`config.mk`:
```
export PLATFORM = sky130hd
export DESIGN_NAME = interrupt_request_controller_flat
export DESIGN_NICKNAME = d
export VERILOG_FILES = /design/src/rtl/interrupt_request_controller_if.sv /design/src/rtl/interrupt_request_controller.sv /design/src/flat_wrapper.sv
export SDC_FILE = /design/constraint.sdc
export NUM_CORES = 1
export LEC_CHECK = 0
export CAP_MARGIN = 20
export CORE_MARGIN = 2
export CORE_UTILIZATION = 41
export CTS_CLUSTER_DIAMETER = 80
export DETAILED_ROUTE_END_ITERATION = 8
export GPL_TIMING_DRIVEN = 0
export PLACE_DENSITY = 0.74
export SYNTH_ARGS = -nofsm -noshare
export SYNTH_HDL_FRONTEND = slang
export SYNTH_SLANG_ARGS = --single-unit
```
`constraint.sdc`:
```
create_clock -name clk -period 1.5 [get_ports clk]
set_input_delay 0.3 -clock clk [delete_from_list [all_inputs] [get_ports clk]]
set_output_delay 0.3 -clock clk [all_outputs]
set_load 0.01 [all_outputs]
```
`src/rtl/interrupt_request_controller_if.sv`:
```
// Handshake/bus bundle between peripheral requests, the interrupt controller and the CPU core.
// The master modport is the controller's view; slave is the surrounding system's view.
interface interrupt_request_controller_if #(
  parameter int unsigned N_SRC = 8
) ();

  logic [N_SRC-1:0] irq_req;
  logic [N_SRC-1:0] irq_mask;
  logic             nmi_req;
  logic             INA;
  logic             INT;
  logic             NMI;
  logic             INTD;
  logic [N_SRC-1:0] irq_ack;
  logic             busy;

  modport master (
    input  irq_req,
    input  irq_mask,
    input  nmi_req,
    input  INA,
    output INT,
    output NMI,
    output INTD,
    output irq_ack,
    output busy
  );

  modport slave (
    output irq_req,
    output irq_mask,
    output nmi_req,
    output INA,
    input  INT,
    input  NMI,
    input  INTD,
    input  irq_ack,
    input  busy
  );

endinterface

```
`src/rtl/interrupt_request_controller.sv`:
```
// Device-side interrupt controller: arbitrates maskable requests and an edge-triggered NMI,
// raises INT/NMI to the CPU, waits for INA and, for maskable interrupts, shifts the winning
// vector out MSB first on INTD and pulses the serviced device's ack.
module interrupt_request_controller #(
  parameter int unsigned N_SRC   = 8,
  parameter int unsigned VEC_W   = 3,
  parameter int unsigned TIMEOUT = 64
) (
  input logic                           clk,
  input logic                           rst,
  interrupt_request_controller_if.master bus
);

  localparam int unsigned CntW = $clog2(VEC_W + 1);
  localparam int unsigned TmoW = $clog2(TIMEOUT + 1);
  localparam logic [CntW-1:0] BitLast = CntW'(VEC_W - 1);
  localparam logic [TmoW-1:0] TmoLast = TmoW'(TIMEOUT - 1);

  typedef enum logic [2:0] {
    StIdle,
    StNmiReq,
    StIntReq,
    StVecShift,
    StGap
  } state_e;

  state_e state_q, state_d;

  logic             nmi_prev_q;
  logic             nmi_pending_q, nmi_pending_d;
  logic [TmoW-1:0]  tmo_cnt_q;
  logic [VEC_W-1:0] vec_q;
  logic [VEC_W-1:0] shift_q;
  logic [CntW-1:0]  bit_cnt_q;

  logic [N_SRC-1:0] pend;
  logic [VEC_W-1:0] winner;
  logic             nmi_edge;
  logic             tmo_last;
  logic             shift_last;

  assign pend       = bus.irq_req & ~bus.irq_mask;
  assign nmi_edge   = bus.nmi_req & ~nmi_prev_q;
  assign tmo_last   = (tmo_cnt_q == TmoLast);
  assign shift_last = (bit_cnt_q == BitLast);

  // Lowest-index pending source wins; scan from the top so the lowest hit is assigned last.
  always_comb begin
    winner = '0;
    for (int i = int'(N_SRC) - 1; i >= 0; i--) begin
      if (pend[i]) winner = VEC_W'(i);
    end
  end

  // NMI edges set the pending flag in any state; acknowledge in StNmiReq clears it.
  always_comb begin
    nmi_pending_d = nmi_pending_q;
    if (state_q == StNmiReq && bus.INA) nmi_pending_d = 1'b0;
    if (nmi_edge) nmi_pending_d = 1'b1;
  end

  // State register.
  always_ff @(posedge clk) begin
    if (rst) begin
      state_q <= StIdle;
    end else begin
      state_q <= state_d;
    end
  end

  // Next-state logic; arbitration only happens in StIdle.
  always_comb begin
    state_d = state_q;
    unique case (state_q)
      StIdle: begin
        if (nmi_pending_q) begin
          state_d = StNmiReq;
        end else if (|pend) begin
          state_d = StIntReq;
        end
      end
      StNmiReq: begin
        if (bus.INA) state_d = StGap;
      end
      StIntReq: begin
        if (bus.INA) begin
          state_d = StVecShift;
        end else if (tmo_last) begin
          state_d = StGap;
        end
      end
      StVecShift: begin
        if (shift_last) state_d = StGap;
      end
      StGap: begin
        state_d = StIdle;
      end
      default: begin
        state_d = StIdle;
      end
    endcase
  end

  // Datapath: NMI edge detect, timeout counter, vector latch and serialiser.
  always_ff @(posedge clk) begin
    if (rst) begin
      nmi_prev_q    <= 1'b1;
      nmi_pending_q <= 1'b0;
      tmo_cnt_q     <= '0;
      vec_q         <= '0;
      shift_q       <= '0;
      bit_cnt_q     <= '0;
    end else begin
      nmi_prev_q    <= bus.nmi_req;
      nmi_pending_q <= nmi_pending_d;

      // Counter is zero whenever INT_REQ is entered and counts each cycle spent there.
      if (state_q == StIntReq) begin
        tmo_cnt_q <= tmo_cnt_q + 1'b1;
      end else begin
        tmo_cnt_q <= '0;
      end

      // Vector stays latched for the whole service even if the request or mask changes.
      if (state_q == StIdle && !nmi_pending_q && |pend) begin
        vec_q <= winner;
      end

      if (state_q == StIntReq && bus.INA) begin
        shift_q   <= vec_q;
        bit_cnt_q <= '0;
      end else if (state_q == StVecShift) begin
        shift_q   <= shift_q << 1;
        bit_cnt_q <= bit_cnt_q + 1'b1;
      end
    end
  end

  // Moore outputs decoded from the current state.
  always_comb begin
    bus.INT     = 1'b0;
    bus.NMI     = 1'b0;
    bus.INTD    = 1'b0;
    bus.irq_ack = '0;
    bus.busy    = (state_q != StIdle);
    unique case (state_q)
      StIdle: begin
      end
      StNmiReq: begin
        bus.NMI = 1'b1;
      end
      StIntReq: begin
        bus.INT = 1'b1;
      end
      StVecShift: begin
        bus.INTD = shift_q[VEC_W-1];
        if (shift_last) bus.irq_ack = {{(N_SRC - 1){1'b0}}, 1'b1} << vec_q;
      end
      StGap: begin
      end
      default: begin
      end
    endcase
  end

endmodule

```
`src/flat_wrapper.sv`:
```
// flat-port wrapper written by rule: the top's interface ports become plain ports
module interrupt_request_controller_flat 
#(
  parameter int unsigned N_SRC   = 8,
  parameter int unsigned VEC_W   = 3,
  parameter int unsigned TIMEOUT = 64
)
  (clk, rst, bus_irq_req, bus_irq_mask, bus_nmi_req, bus_INA, bus_INT, bus_NMI, bus_INTD, bus_irq_ack, bus_busy);
  interrupt_request_controller_if #(.N_SRC(N_SRC)) bus_i ();
  input logic clk;
  input logic rst;
  input wire logic [$bits(bus_i.irq_req)-1:0] bus_irq_req;
  input wire logic [$bits(bus_i.irq_mask)-1:0] bus_irq_mask;
  input wire logic [$bits(bus_i.nmi_req)-1:0] bus_nmi_req;
  input wire logic [$bits(bus_i.INA)-1:0] bus_INA;
  output wire logic [$bits(bus_i.INT)-1:0] bus_INT;
  output wire logic [$bits(bus_i.NMI)-1:0] bus_NMI;
  output wire logic [$bits(bus_i.INTD)-1:0] bus_INTD;
  output wire logic [$bits(bus_i.irq_ack)-1:0] bus_irq_ack;
  output wire logic [$bits(bus_i.busy)-1:0] bus_busy;
  assign bus_i.irq_req = bus_irq_req;
  assign bus_i.irq_mask = bus_irq_mask;
  assign bus_i.nmi_req = bus_nmi_req;
  assign bus_i.INA = bus_INA;
  assign bus_INT = bus_i.INT;
  assign bus_NMI = bus_i.NMI;
  assign bus_INTD = bus_i.INTD;
  assign bus_irq_ack = bus_i.irq_ack;
  assign bus_busy = bus_i.busy;
  interrupt_request_controller #(.N_SRC(N_SRC), .VEC_W(VEC_W), .TIMEOUT(TIMEOUT)) u_core (.clk(clk), .rst(rst), .bus(bus_i));
endmodule
```
Word-level counts from Yosys, hierarchy flattened:

Cells that the tools add are included.

* muxes and demuxes: 24
* $add $sub $neg: 2
* reductions and logical operators: 13
* bitwise gates (word level): 5
* shift operators: 1
* equal/unequal tests: 9

Operator list (count)
* 2-to-1 mux 3 bit: 16
* 2-to-1 mux 8 bit: 2
* case mux 3 bit (4 select lines): 1
* AND 8 bit: 1
* inverter 8 bit: 1
* OR reduction 8 bit: 1
* << shifter 1 x 3 -> 8 bit (first input constant): 1
* adder 7 x 1 -> 7 bit (second input constant): 1
* == test 7 x 6 -> 1 bit (second input constant): 1
* == test 3 x 2 -> 1 bit (second input constant): 2
* 2-to-1 mux 1 bit: 5
* logical AND 1 bit: 4
* AND reduction 4 bit: 1
* nonzero test 2 bit: 2
* OR reduction 2 bit: 2
* == test 3 x 1 -> 1 bit (second input constant): 1
* zero test 3 bit: 1
* != test 3 x 1 -> 1 bit (second input constant): 1
* != test 3 x 2 -> 1 bit (second input constant): 1
* nonzero test 3 bit: 1
* adder 2 x 1 -> 2 bit (second input constant): 1
* == test 2 bit (second input constant): 1
* != test 2 x 1 -> 1 bit (second input constant): 1
* != test 2 bit (second input constant): 1
* 3 further kinds: 4

* output and inout port bits: 12
* flip-flop bits (word level): 20
* bits of input ports: 20

Logic depth before layout (Yosys ltp):

Gate-level depths: netlist of the first run.

* depth in word-level cells: 10
* gate-level depth with buffers: 6
* depth with buffers taken out: 6

Worst setup path after synthesis of the first run:

Ideal clock, no wire load.

* path type: flip-flop to output port
* start: register u_core.state_q[1]
* end: output bus_irq_ack[4]
* buffers on the path: 0
* stages on the path, launching flop included: 5
* path slack: -208 ps
* data arrival time: 1408 ps
* cell sequence: dfxtp_1 > inv_1 > nor3_2 > nand3_1 > nor3_1

* longest elaborated chain between the ends: 2

RTL lines
* from (decl): line interrupt_request_controller.sv:27 `state_e state_q, state_d;`
* from (signal assigned): line interrupt_request_controller.sv:65 `state_q <= StIdle;`
* from (signal assigned): line interrupt_request_controller.sv:67 `state_q <= state_d;`
* == test 3 x 2 -> 1 bit: line interrupt_request_controller.sv:146 `unique case (state_q)`
* 2-to-1 mux 8 bit: line interrupt_request_controller.sv:146
* to (decl): line flat_wrapper.sv:19 `output wire logic [$bits(bus_i.irq_ack)-1:0] bus_irq_ack;`

No other way between the ends.

Worst setup path in the final report of the first run:

* start: register u_core.state_q[1]
* end: output bus_irq_ack[0]

Same word-level chain as after synthesis.

==> results of run 1 <==
[synthesized netlist by cell type (2+ instances only)]
cell      instances
nand4_1           2
inv_1             6
o21a_1            2
a211oi_1          2
clkbuf_1          2
a21oi_1           7
nand2_1           7
and2_1            2
a221oi_1          3
o21ai_0           6
nand2b_1         12
nor3b_1           2
or2_2             2
ha_1              2
nand3_1           3
a22oi_1           3
nor2_1           17
nor3_1            5
and3_1            2
nor2b_1           3
or3_4             2
xor2_1            2
xnor2_1           3
dfxtp_1          20
[how the worst max path moves through the flow]
stage,endpoint,slack (ps),cells after the start
2_1_floorplan,bus_irq_ack[0],6,4
3_3_place_gp,bus_irq_ack[0],-600,5
3_5_place_dp,bus_irq_ack[0],-630,5
4_1_cts,bus_irq_ack[0],-250,6
5_1_grt,bus_irq_ack[0],-400,6
6_report,bus_irq_ack[0],-300,6
[state kept, by name (all words and copies together), names as in the netlist]
name	cells
u_core.vec_q	3
u_core.tmo_cnt_q	7
u_core.state_q	3
u_core.nmi_pending_q	1
u_core.bit_cnt_q	2
u_core.nmi_prev_q	1
u_core.shift_q	3
[repair_timing]
action                     CTS  global route
resized for setup           79            14
pin swaps                   20             9
setup endpoints to repair   16            21
setup buffers               12             3
[cells by family (layout without fill, tap and decap cells)]
kind of cell               after synthesis  count (layout)
AOI/OAI and AO/OA                       29              29
xor gates and xnor gates                 5               5
adders and majority gates                2               2
buffers and inverters                    8              56
DFF                                     20              20
muxes                                    1               1
and+or+nand+nor                         64              64
[layout make-up]
type,count,area (sq um)
inverter,6,27.53
clock buffer,3,22.52
tap,30,37.54
fill,204,735.7
buffer,1,3.754
sequential,20,411.6
timing repair buffer,46,394.1
multi-input combinational,101,822.0
[power by group]
part / internal, mW / switching, mW / leakage [nW]
sequential: 0.633 / 0.139 / 0.165
combinational: 0.629 / 0.553 / 0.477
clock: 0.0938 / 0.162 / 0.0138
[per-layer routing]
metal  vias up  global-route usage
li1        557                   -
met1       516              0.2434
met2        28              0.3433
met3         6             0.04372
met4         0              0.1417
met5         -                   0
[critical path, cell delays in order (launching register included)]
cell	delay [ps]
dfxtp_4	380
inv_4	40
nor3_4	240
nand3b_1	150
buf_6	150
nor3_2	90
buf_2	150
==> metrics.md, run 1 <==
| Metric | Value |
|---|---|
| Critical path class | register to output port |
| Crit Reg-Reg Endpoint | u_core.vec_q[0] |
| Final Hold Fails | 0 |
| Final wirelength | approximately 2.9 mm |
| # DRC | 0 |
| Detail Placement HPWL | 1.982 mm |
| Global-route wire length before repair | 4.464 mm |
| Layout Area Growth over Synthesis | 62.80% |
| Worst-path clk slew | roughly 110 ps |
| Mapped cell area | 1056 sq um |
| Inserted Diodes | 0 |
| Worst-skew pair later-pin latency | approximately 300 ps |
| Synthesized instance count | 129 |
| Cell area after placement | approximately 1400 sq um |
| Cell count of the worst reg-to-reg path | 7 |
| Router iterations before antenna repair | 4 |
| Post-Layout Cell Count | between 200 and 250 |
| Simple-gate share of the synthesized area | 0.3365 |
| Synth async-reset ratio | 0 |
| Nets@finish | 201 |
| Longest Clk Path Bufs | 2 |
| Via count | around 1100 |
| Top FF cell, synth | dfxtp_1 |
| Total GRT Usage | 0.2100 |
| Pleak | around 0.66 nW |
| Setup TNS | -3935 ps |
| Largest net degree at the start of global routing | 11 |
| RSZ-0062 raised after global routing | true |
| Ports | 32 |
| Reg-to-Reg Start | u_core.state_q[1] |
| Status | complete, but fails checks |
| Top Layer Used | met4 |
| Std-Cell Rows | 18 |
| Max_cap viols | 0 |
| Post-route setup slack | -297.1 ps |
| # hold bufs at CTS | 0 |
| Slew headroom | 0.6272 |
| Layout cells sized above 1 | 0.4011 |
| Grt total ovfl | 0 |
| Die area | between 2000 and 3000 sq um |
| Fmax | approximately 0.56 GHz |
| Worst hold path depth | 1 |
| Drt initial violations | 16 |
| Gpl congestion | between 0.8 and 0.9 |
| Die Span Y | around 55 um |
| Final clock skew | around 1.4 ps |
| Hold EP | u_core.tmo_cnt_q[0] |
| Worst hold slack | about 460 ps |
| Root Buffer | clkbuf_4 |
| CP Launch Point | u_core.state_q[1] |
| CTS tree | built |
| Post-route cell area | roughly 1700 sq um |
| Compound-cell area share of the yosys netlist | 0.1813 |
| Pwr Total | approximately 2.2 mW |
| Ys Warns | 0 |
| Worst Tran Pin Value | around 560 ps |
| Max Slew Vio Count | 0 |
| Number of antenna violations at the first check in global routing | 0 |
| Adder-cell share of the synthesized area | 0.02370 |
| Met2 wire len | roughly 1.4 mm |
| CTS buffer count | 3 |
| DP Worst Slack | -630.8 ps |
| Most common cell after layout, fill and taps aside | clkdlybuf4s50_1 |
| Routed Antenna Nets | 0 |
| Port bufs | 31 |
| Post-synthesis sequential area ratio | 0.3791 |
| Synth Area in XOR/XNOR | 0.04147 |
| Final setup fails | 18 |
| Vias per inst | 5.348 |
| CP endpoint kind | output port |
| Hold/Removal Path Class | register to register |
| Synth area leader | dfxtp_1 |
| Period Utilization, post-route | 1.198 |
| Crit path arrival time | approximately 1500 ps |
| Peak supply drop | between 0.8 and 0.9 mV |
| Post-layout util | 0.7003 |
| Largest family of logic cells by synthesized area | simple AND/OR/NAND/NOR gates |
| DP Cell Count | 190 |
| Drt wl/cell | between 10 and 15 um |
| Met3 Routed Length | 102 um |
| Register bit count reported by yosys | 20 |
| Pwr Density | about 1300 nW/um^2 |
| Post-route minimum period | about 1800 ps |
| R2R Setup Slk | -290 ps |
| Core ar. | 2455 sq um |
| Share of the synthesized area in the top cell type | 0.3791 |
| Vias in the first global route | between 1000 and 1500 |
| Most frequent cells in the layout | clkdlybuf4s50_1 (19), nor2_1 (15), dfxtp_1 (15) |
| Main area contributors after synthesis | dfxtp_1 (38%), nand2b_1 (7.1%), nor2_1 (6.0%) |
| Met1 wire length | approximately 1.3 mm |
| Critical Path RT | 1200 ps |
| H-tree levels | 1 |
| Post-Syn Area per Cell | just over 8 sq um |
| Mapped Nets | about 150 |
| Synth unique cells | 36 |
| Worst setup SP type | register |
| CP max FO | 3 |
| Clk sinks | 20 |
| Failing checks | negative setup slack |
| EDFF count, synth | 0 |
| Mux contribution to synthesized area | 0.009479 |
| Starting Density | 0.4302 |
| Die width | about 55 um |
| Hold_sp | u_core.tmo_cnt_q[0] |
Note: power is estimated with default switching activity, not from simulation.
==> run 2: changes to the inputs <==
CORE_ASPECT_RATIO = 1.4   (was default)
CORE_MARGIN = 5   (was 2)
CTS_CLUSTER_SIZE = 24   (was default)
==> run 2 against run 1 <==
  * The run still ends with negative setup slack left
  * Sequential cell count unchanged
  * Register-to-register slack improved by 70 ps
  * Clock-buffer cell count unchanged
  * Non-clock buffer count increased by 8
  * Sequential power decreased by 2%
  * Clock power increased by 74%
  * Power increased by 6.0%
  * Cell count increased by 6.3%
  * Cell area increased by 1.7%
  * Sequential share of layout area decreased by 0.41 points
  * Clock skew increased by 2.0 ps
  * Via count increased by 3.7%
==> metrics.md, run 2 (synthesis results as in run 1) <==
| Metric | Value |
|---|---|
| Status | complete, but fails checks (unchanged) |
| Detail Placement HPWL | 1.905 mm (was 1.982 mm) |
| CTS buffer count | 3 (unchanged) |
| Worst setup SP type | register (unchanged) |
| Inserted Diodes | 0 (unchanged) |
| Worst Tran Pin Value | 551.0 ps (was 559.2 ps) |
| Ports | 32 (unchanged) |
| Die width | 52.89 um (was 54.75 um) |
| Post-route setup slack | -324.0 ps (was -297.1 ps) |
| Routed Antenna Nets | 0 (unchanged) |
| Global-route wire length before repair | 5.216 mm (was 4.464 mm) |
| CP top delay family | simple AND/OR/NAND/NOR gates (unchanged) |
| Most common cell after layout, fill and taps aside | buf_4 (was clkdlybuf4s50_1) |
| Grt total ovfl | 0 (unchanged) |
| Layout Area Growth over Synthesis | 65.64% (was 62.80%) |
| Slew headroom | 0.6327 (was 0.6272) |
| CP max FO | 3 (unchanged) |
| Vias in the first global route | 1201 (was 1038) |
| Pwr Total | 2.344 mW (was 2.211 mW) |
| Max reg flops | 7 (unchanged) |
| Period Utilization, post-route | 1.216 (was 1.198) |
| Critical path class | register to output port (unchanged) |
| Fmax | 0.5482 GHz (was 0.5564 GHz) |
| Reg power frac | 0.324 (was 0.350) |
| Final clock skew | 3.416 ps (was 1.435 ps) |
| Number of antenna violations at the first check in global routing | 0 (unchanged) |
| Die area | 3705 sq um (was 2998 sq um) |
| Via count | 1148 (was 1107) |
| Area of the multi-input gates | 772.0 sq um (was 822.0 sq um) |
| Most frequent cells in the layout | buf_4 (22), clkdlybuf4s50_1 (19), dfxtp_1 (15) (was clkdlybuf4s50_1 (19), nor2_1 (15), dfxtp_1 (15)) |
| Max_cap viols | 0 (unchanged) |
| Worst-skew pair later-pin latency | 310 ps (was 300 ps) |
| Pleak | 0.6813 nW (was 0.6558 nW) |
| Failing checks | negative setup slack (unchanged) |
| Max Slew Vio Count | 0 (unchanged) |
| Worst-path clk slew | 120 ps (was 110 ps) |
| Final wirelength | 2.971 mm (was 2.914 mm) |
| CP endpoint kind | output port (unchanged) |
| H-tree levels | 1 (unchanged) |
| Hold/Removal Path Class | register to register (unchanged) |
| Clk sinks | 20 (unchanged) |
| Worst-path cell chain | inv_4 -> nor3_4 -> nand3b_1 -> buf_4 -> nor3_2 -> buf_2 (was inv_4 -> nor3_4 -> nand3b_1 -> buf_6 -> nor3_2 -> buf_2) |
| CP bufs+invs | 3 (unchanged) |
| Biggest register | u_core.tmo_cnt_q (unchanged) |
| Drt initial violations | 13 (was 16) |
| Drt wl/cell | 13.50 um (was 14.08 um) |
| Peak supply drop | 1.419 mV (was 0.8081 mV) |
| Std-Cell Rows | 21 (was 18) |
| CTS tree | built (unchanged) |
| Gpl congestion | 0.8908 (was 0.8180) |
| Crit path arrival time | 1520 ps (was 1500 ps) |
| Storage cell area | 411.6 sq um (unchanged) |
| Total GRT Usage | 0.1796 (was 0.2100) |
| Nets@finish | 209 (was 201) |
| Root Buffer | clkbuf_4 (unchanged) |
| Clk pwr share | 0.190 (was 0.116) |
| Sw Ratio | 0.3586 (was 0.3865) |
| NetSw | 0.8406 mW (was 0.8546 mW) |
| Largest net degree at the start of global routing | 13 (was 11) |
| Starting Density | 0.4322 (was 0.4302) |
| Final setup fails | 17 (was 18) |
| Final Hold Fails | 0 (unchanged) |
| Worst hold slack | 473.3 ps (was 458.4 ps) |
| Critical Path RT | 1200 ps (about the same) |
| # DRC | 0 (unchanged) |
| Port bufs | 31 (unchanged) |
| Layout cells sized above 1 | 0.3978 (was 0.4011) |
| Pint | 1.504 mW (was 1.356 mW) |
| Crit-path max cell delay | 380 ps (about the same) |
| Die Span Y | 70.05 um (was 54.75 um) |
| Pwr Density | 1340 nW/um^2 (was 1286 nW/um^2) |
| Fillers | 188 (was 204) |
| Core ar. | 2444 sq um (was 2455 sq um) |
| Combinational group share of total power | 0.486 (was 0.535) |
| RSZ-0062 raised after global routing | true (unchanged) |
| CP max-delay cell | dfxtp_4 (unchanged) |
| Router iterations before antenna repair | 4 (unchanged) |
| Vias per inst | 5.218 (was 5.348) |
| Longest Clk Path Bufs | 2 (unchanged) |
| Post-route minimum period | 1824 ps (was 1797 ps) |
-- run 2: changes by cell type in the layout (fill, tap and decap cells not counted), sizes merged --
cell | before | now
buf | 27 | 35
bufinv | 0 | 1
-- run 2: power groups by stage --
stage / Clock [mW] / Combinational (mW) / Sequential (mW)
2_1_floorplan: 0 / 0.483 / 0.735
3_3_place_gp: 0 / 0.681 / 0.761
3_5_place_dp: 0 / 0.702 / 0.764
4_1_cts: 0.449 / 1.06 / 0.750
5_1_grt: 0.480 / 1.24 / 0.775
6_report: 0.445 / 1.14 / 0.760
-- run 2: timing repair --
action                     CTS  global route
buffers inserted            20             4
resized for setup           70            12
hold buffers                 0             0
cloned                       0             0
setup endpoints to repair   16            22
pin swaps                   17             7
-- run 2: stage by stage --
step,setup slack (ps),util,TNS [ps],instances,cell area [sq um]
2_1_floorplan,6.442,-,0,129,1100
3_3_place_gp,-592.2,0.5945,-6790,194,1453
3_5_place_dp,-630.4,0.5945,-7420,194,1453
4_1_cts,-285.7,0.6938,-3145,218,1695
5_1_grt,-466.7,0.7158,-4989,220,1749
6_report,-324.0,0.7158,-3445,220,1749
-- run 2: worst reg2reg max path: cells and delay by family (launching register included) --
family,cells,cell delay (ps)
and+or+nand+nor,3,700
DFF,1,370
buffers and inverters,2,310
AOI/OAI and AO/OA,2,280
-- run 2: metal layers --
metal	vias to the layer above	wire length, um	GRT usage
li1	572	-	-
met1	547	1126	0.2184
met2	27	1668	0.3080
met3	2	162	0.04043
met4	0	14	0.04830
met5	-	0	0
-- run 2: final timing paths --
check | end | cells after the start | slack (ps) | start
setup / recovery | bus_irq_ack[0] | 6 | -320 | u_core.state_q[0]
hold / removal | u_core.shift_q[2] | 2 | 470 | u_core.shift_q[2]
setup reg to reg | u_core.vec_q[1] | 7 | -220 | u_core.state_q[1]
hold reg to reg | u_core.shift_q[2] | 2 | 470 | u_core.shift_q[2]
-- run 2: layout make-up --
class,instances,area share
Tap cell,34,0.02432
Buffer,2,0.006438
Multi-Input combinational cell,101,0.4413
Inverter,6,0.01574
Clock buffer,3,0.01288
Timing Repair Buffer,53,0.2468
Clock inverter,1,0.01717
Sequential cell,20,0.2353
==> run 3: changes to the inputs <==
GPL_TIMING_DRIVEN = default   (was 0)
PLACE_DENSITY = 0.77   (was 0.74)
==> run 3 against run 2 <==
  * The flow still finishes with violations (negative setup slack)
  * First-iteration DRC count is the same
  * Setup slack gained 24 ps
  * Critical path depth is the same
  * Cell area grew 9.7%
  * Clock-buffer cell count is the same
  * Critical path type unchanged
  * Critical endpoint unchanged
==> metrics.md, run 3 (synthesis results as in run 1) <==
| Metric | Value |
|---|---|
| Total GRT Usage | 0.1834 (was 0.1796) |
| Worst-path clk slew | 120 ps (about the same) |
| Grt total ovfl | 0 (unchanged) |
| Final Hold Fails | 0 (unchanged) |
| Port bufs | 31 (unchanged) |
| Most frequent cells in the layout | buf_4 (36), clkdlybuf4s50_1 (19), nor2_1 (14), dfxtp_1 (14), nand2b_1 (10) (was buf_4 (22), clkdlybuf4s50_1 (19), dfxtp_1 (15)) |
| Combinational group share of total power | 0.530 (was 0.486) |
| Pwr Density | 1311 nW/um^2 (was 1340 nW/um^2) |
| Layout cells sized above 1 | 0.4680 (was 0.3978) |
| Detail Placement HPWL | 2.284 mm (was 1.905 mm) |
| Vias per inst | 5.148 (was 5.218) |
| Clk pwr share | 0.179 (was 0.190) |
| CP endpoint kind | output port (unchanged) |
| RSZ-0062 raised after global routing | true (unchanged) |
| Period Utilization, post-route | 1.200 (was 1.216) |
| Drt initial violations | 13 (unchanged) |
| Std-Cell Rows | 21 (unchanged) |
| Critical path class | register to output port (unchanged) |
| CTS tree | built (unchanged) |
| Crit path arrival time | 1500 ps (was 1520 ps) |
| Largest net degree at the start of global routing | 13 (unchanged) |
| Status | complete, but fails checks (unchanged) |
| Pleak | 0.7603 nW (was 0.6813 nW) |
| Worst setup SP type | register (unchanged) |
| Worst hold slack | 474.3 ps (was 473.3 ps) |
| Critical Path RT | 1200 ps (about the same) |
| Core ar. | 2444 sq um (unchanged) |
| Router iterations before antenna repair | 4 (unchanged) |
| Gpl congestion | 0.8597 (was 0.8908) |
| Post-route setup slack | -300.2 ps (was -324.0 ps) |
| Slew headroom | 0.7815 (was 0.6327) |
| DP Worst Slack | -424.1 ps (was -630.4 ps) |
| Hold/Removal Path Class | register to register (unchanged) |
| Post-route minimum period | 1800 ps (was 1824 ps) |
| Ports | 32 (unchanged) |
| Max Slew Vio Count | 0 (unchanged) |
| Root Buffer | clkbuf_4 (unchanged) |
| Via count | 1220 (was 1148) |
| Number of antenna violations at the first check in global routing | 0 (unchanged) |
| NetSw | 0.8863 mW (was 0.8406 mW) |
| Worst-skew pair later-pin latency | 310 ps (about the same) |
| Longest Clk Path Bufs | 2 (unchanged) |
| Sw Ratio | 0.3525 (was 0.3586) |
| Most common cell after layout, fill and taps aside | buf_4 (unchanged) |
| R2R Setup Slk | -280 ps (was -220 ps) |
| Fmax | 0.5555 GHz (was 0.5482 GHz) |
| Final wirelength | 3.186 mm (was 2.971 mm) |
| CTS buffer count | 3 (unchanged) |
| Final setup fails | 20 (was 17) |
| Failing checks | negative setup slack (unchanged) |
| Peak supply drop | 1.235 mV (was 1.419 mV) |
| Vias in the first global route | 1182 (was 1201) |
| Global-route wire length before repair | 5.181 mm (was 5.216 mm) |
| Clk sinks | 20 (unchanged) |
| # DRC | 0 (unchanged) |
| H-tree levels | 1 (unchanged) |
| Final clock skew | 2.227 ps (was 3.416 ps) |
| Nets@finish | 226 (was 209) |
| Layout Area Growth over Synthesis | 81.64% (was 65.64%) |
| Pint | 1.628 mW (was 1.504 mW) |
| # hold bufs at CTS | 0 (unchanged) |
| Max_cap viols | 0 (unchanged) |
| Die Span Y | 70.05 um (unchanged) |
| CP max FO | 3 (unchanged) |
| Drt wl/cell | 13.44 um (was 13.50 um) |
| Inserted Diodes | 0 (unchanged) |
| Starting Density | 0.4322 (unchanged) |
| Routed Antenna Nets | 0 (unchanged) |
| Worst Tran Pin Value | 326.7 ps (was 551.0 ps) |
| Die width | 52.89 um (unchanged) |
| Reg power frac | 0.291 (was 0.324) |
| Biggest register | u_core.tmo_cnt_q (unchanged) |
| Die area | 3705 sq um (unchanged) |
| Max reg flops | 7 (unchanged) |
## run 3: per-stage QoR
stage / std cells / area, sq um / utilization / total power, mW / TNS, ps
5_1_grt: 237 / 1918 / 0.7849 / 2.672 / -5159
3_3_place_gp: 223 / 1678 / 0.6866 / 1.668 / -3997
3_5_place_dp: 223 / 1678 / 0.6866 / 1.705 / -4818
4_1_cts: 233 / 1819 / 0.7445 / 2.336 / -2876
6_report: 237 / 1918 / 0.7849 / 2.514 / -3189
2_1_floorplan: 129 / 1100 / - / 1.219 / 0
## run 3: power by group through the flow
stage | Clock, mW | Combinational, mW | Sequential [mW]
floorplan | 0 | 0.483 | 0.735
global placement | 0 | 0.947 | 0.722
detailed placement | 0 | 0.981 | 0.724
CTS | 0.462 | 1.15 | 0.723
global route | 0.479 | 1.44 | 0.749
finish | 0.450 | 1.33 | 0.732
## run 3: worst paths after layout
kind | startpoint | endpoint | cells after the start
hold reg to reg | u_core.shift_q[2] | u_core.shift_q[2] | 2
setup reg to reg | u_core.state_q[0] | u_core.vec_q[0] | 7
setup / recovery | u_core.state_q[1] | bus_irq_ack[0] | 6
hold / removal | u_core.shift_q[2] | u_core.shift_q[2] | 2
## run 3: final cells by class
cell class / instances / area, sq um
multi-input combinational: 101 / 797.0
timing repair buffer: 72 / 595.6
fill: 174 / 525.5
sequential: 20 / 407.9
tap: 34 / 42.54
clock inverter: 1 / 30.03
clock buffer: 3 / 22.52
inverter: 6 / 22.52
## run 3: layer usage
layer | GRT usage | wire (um) | vias to the layer above
met4 | 0.07386 | 68 | 0
met1 | 0.1971 | 1236 | 574
met3 | 0.02128 | 100 | 8
met2 | 0.3425 | 1781 | 24
met5 | 0 | 0 | -
li1 | - | - | 614
## run 3: repair_timing
action | in CTS | in global routing
pin swaps | 13 | 10
resized for setup | 70 | 19
endpoints found under the setup margin | 18 | 22
buffers inserted | 6 | 7
## run 3: worst max-delay path, stage by stage, from the launching register on
cell and delay, ps:
dfxtp_2 350, inv_2 50, nor3_4 230, nand3b_1 150, buf_4 170, nor3_4 80, buf_2 150
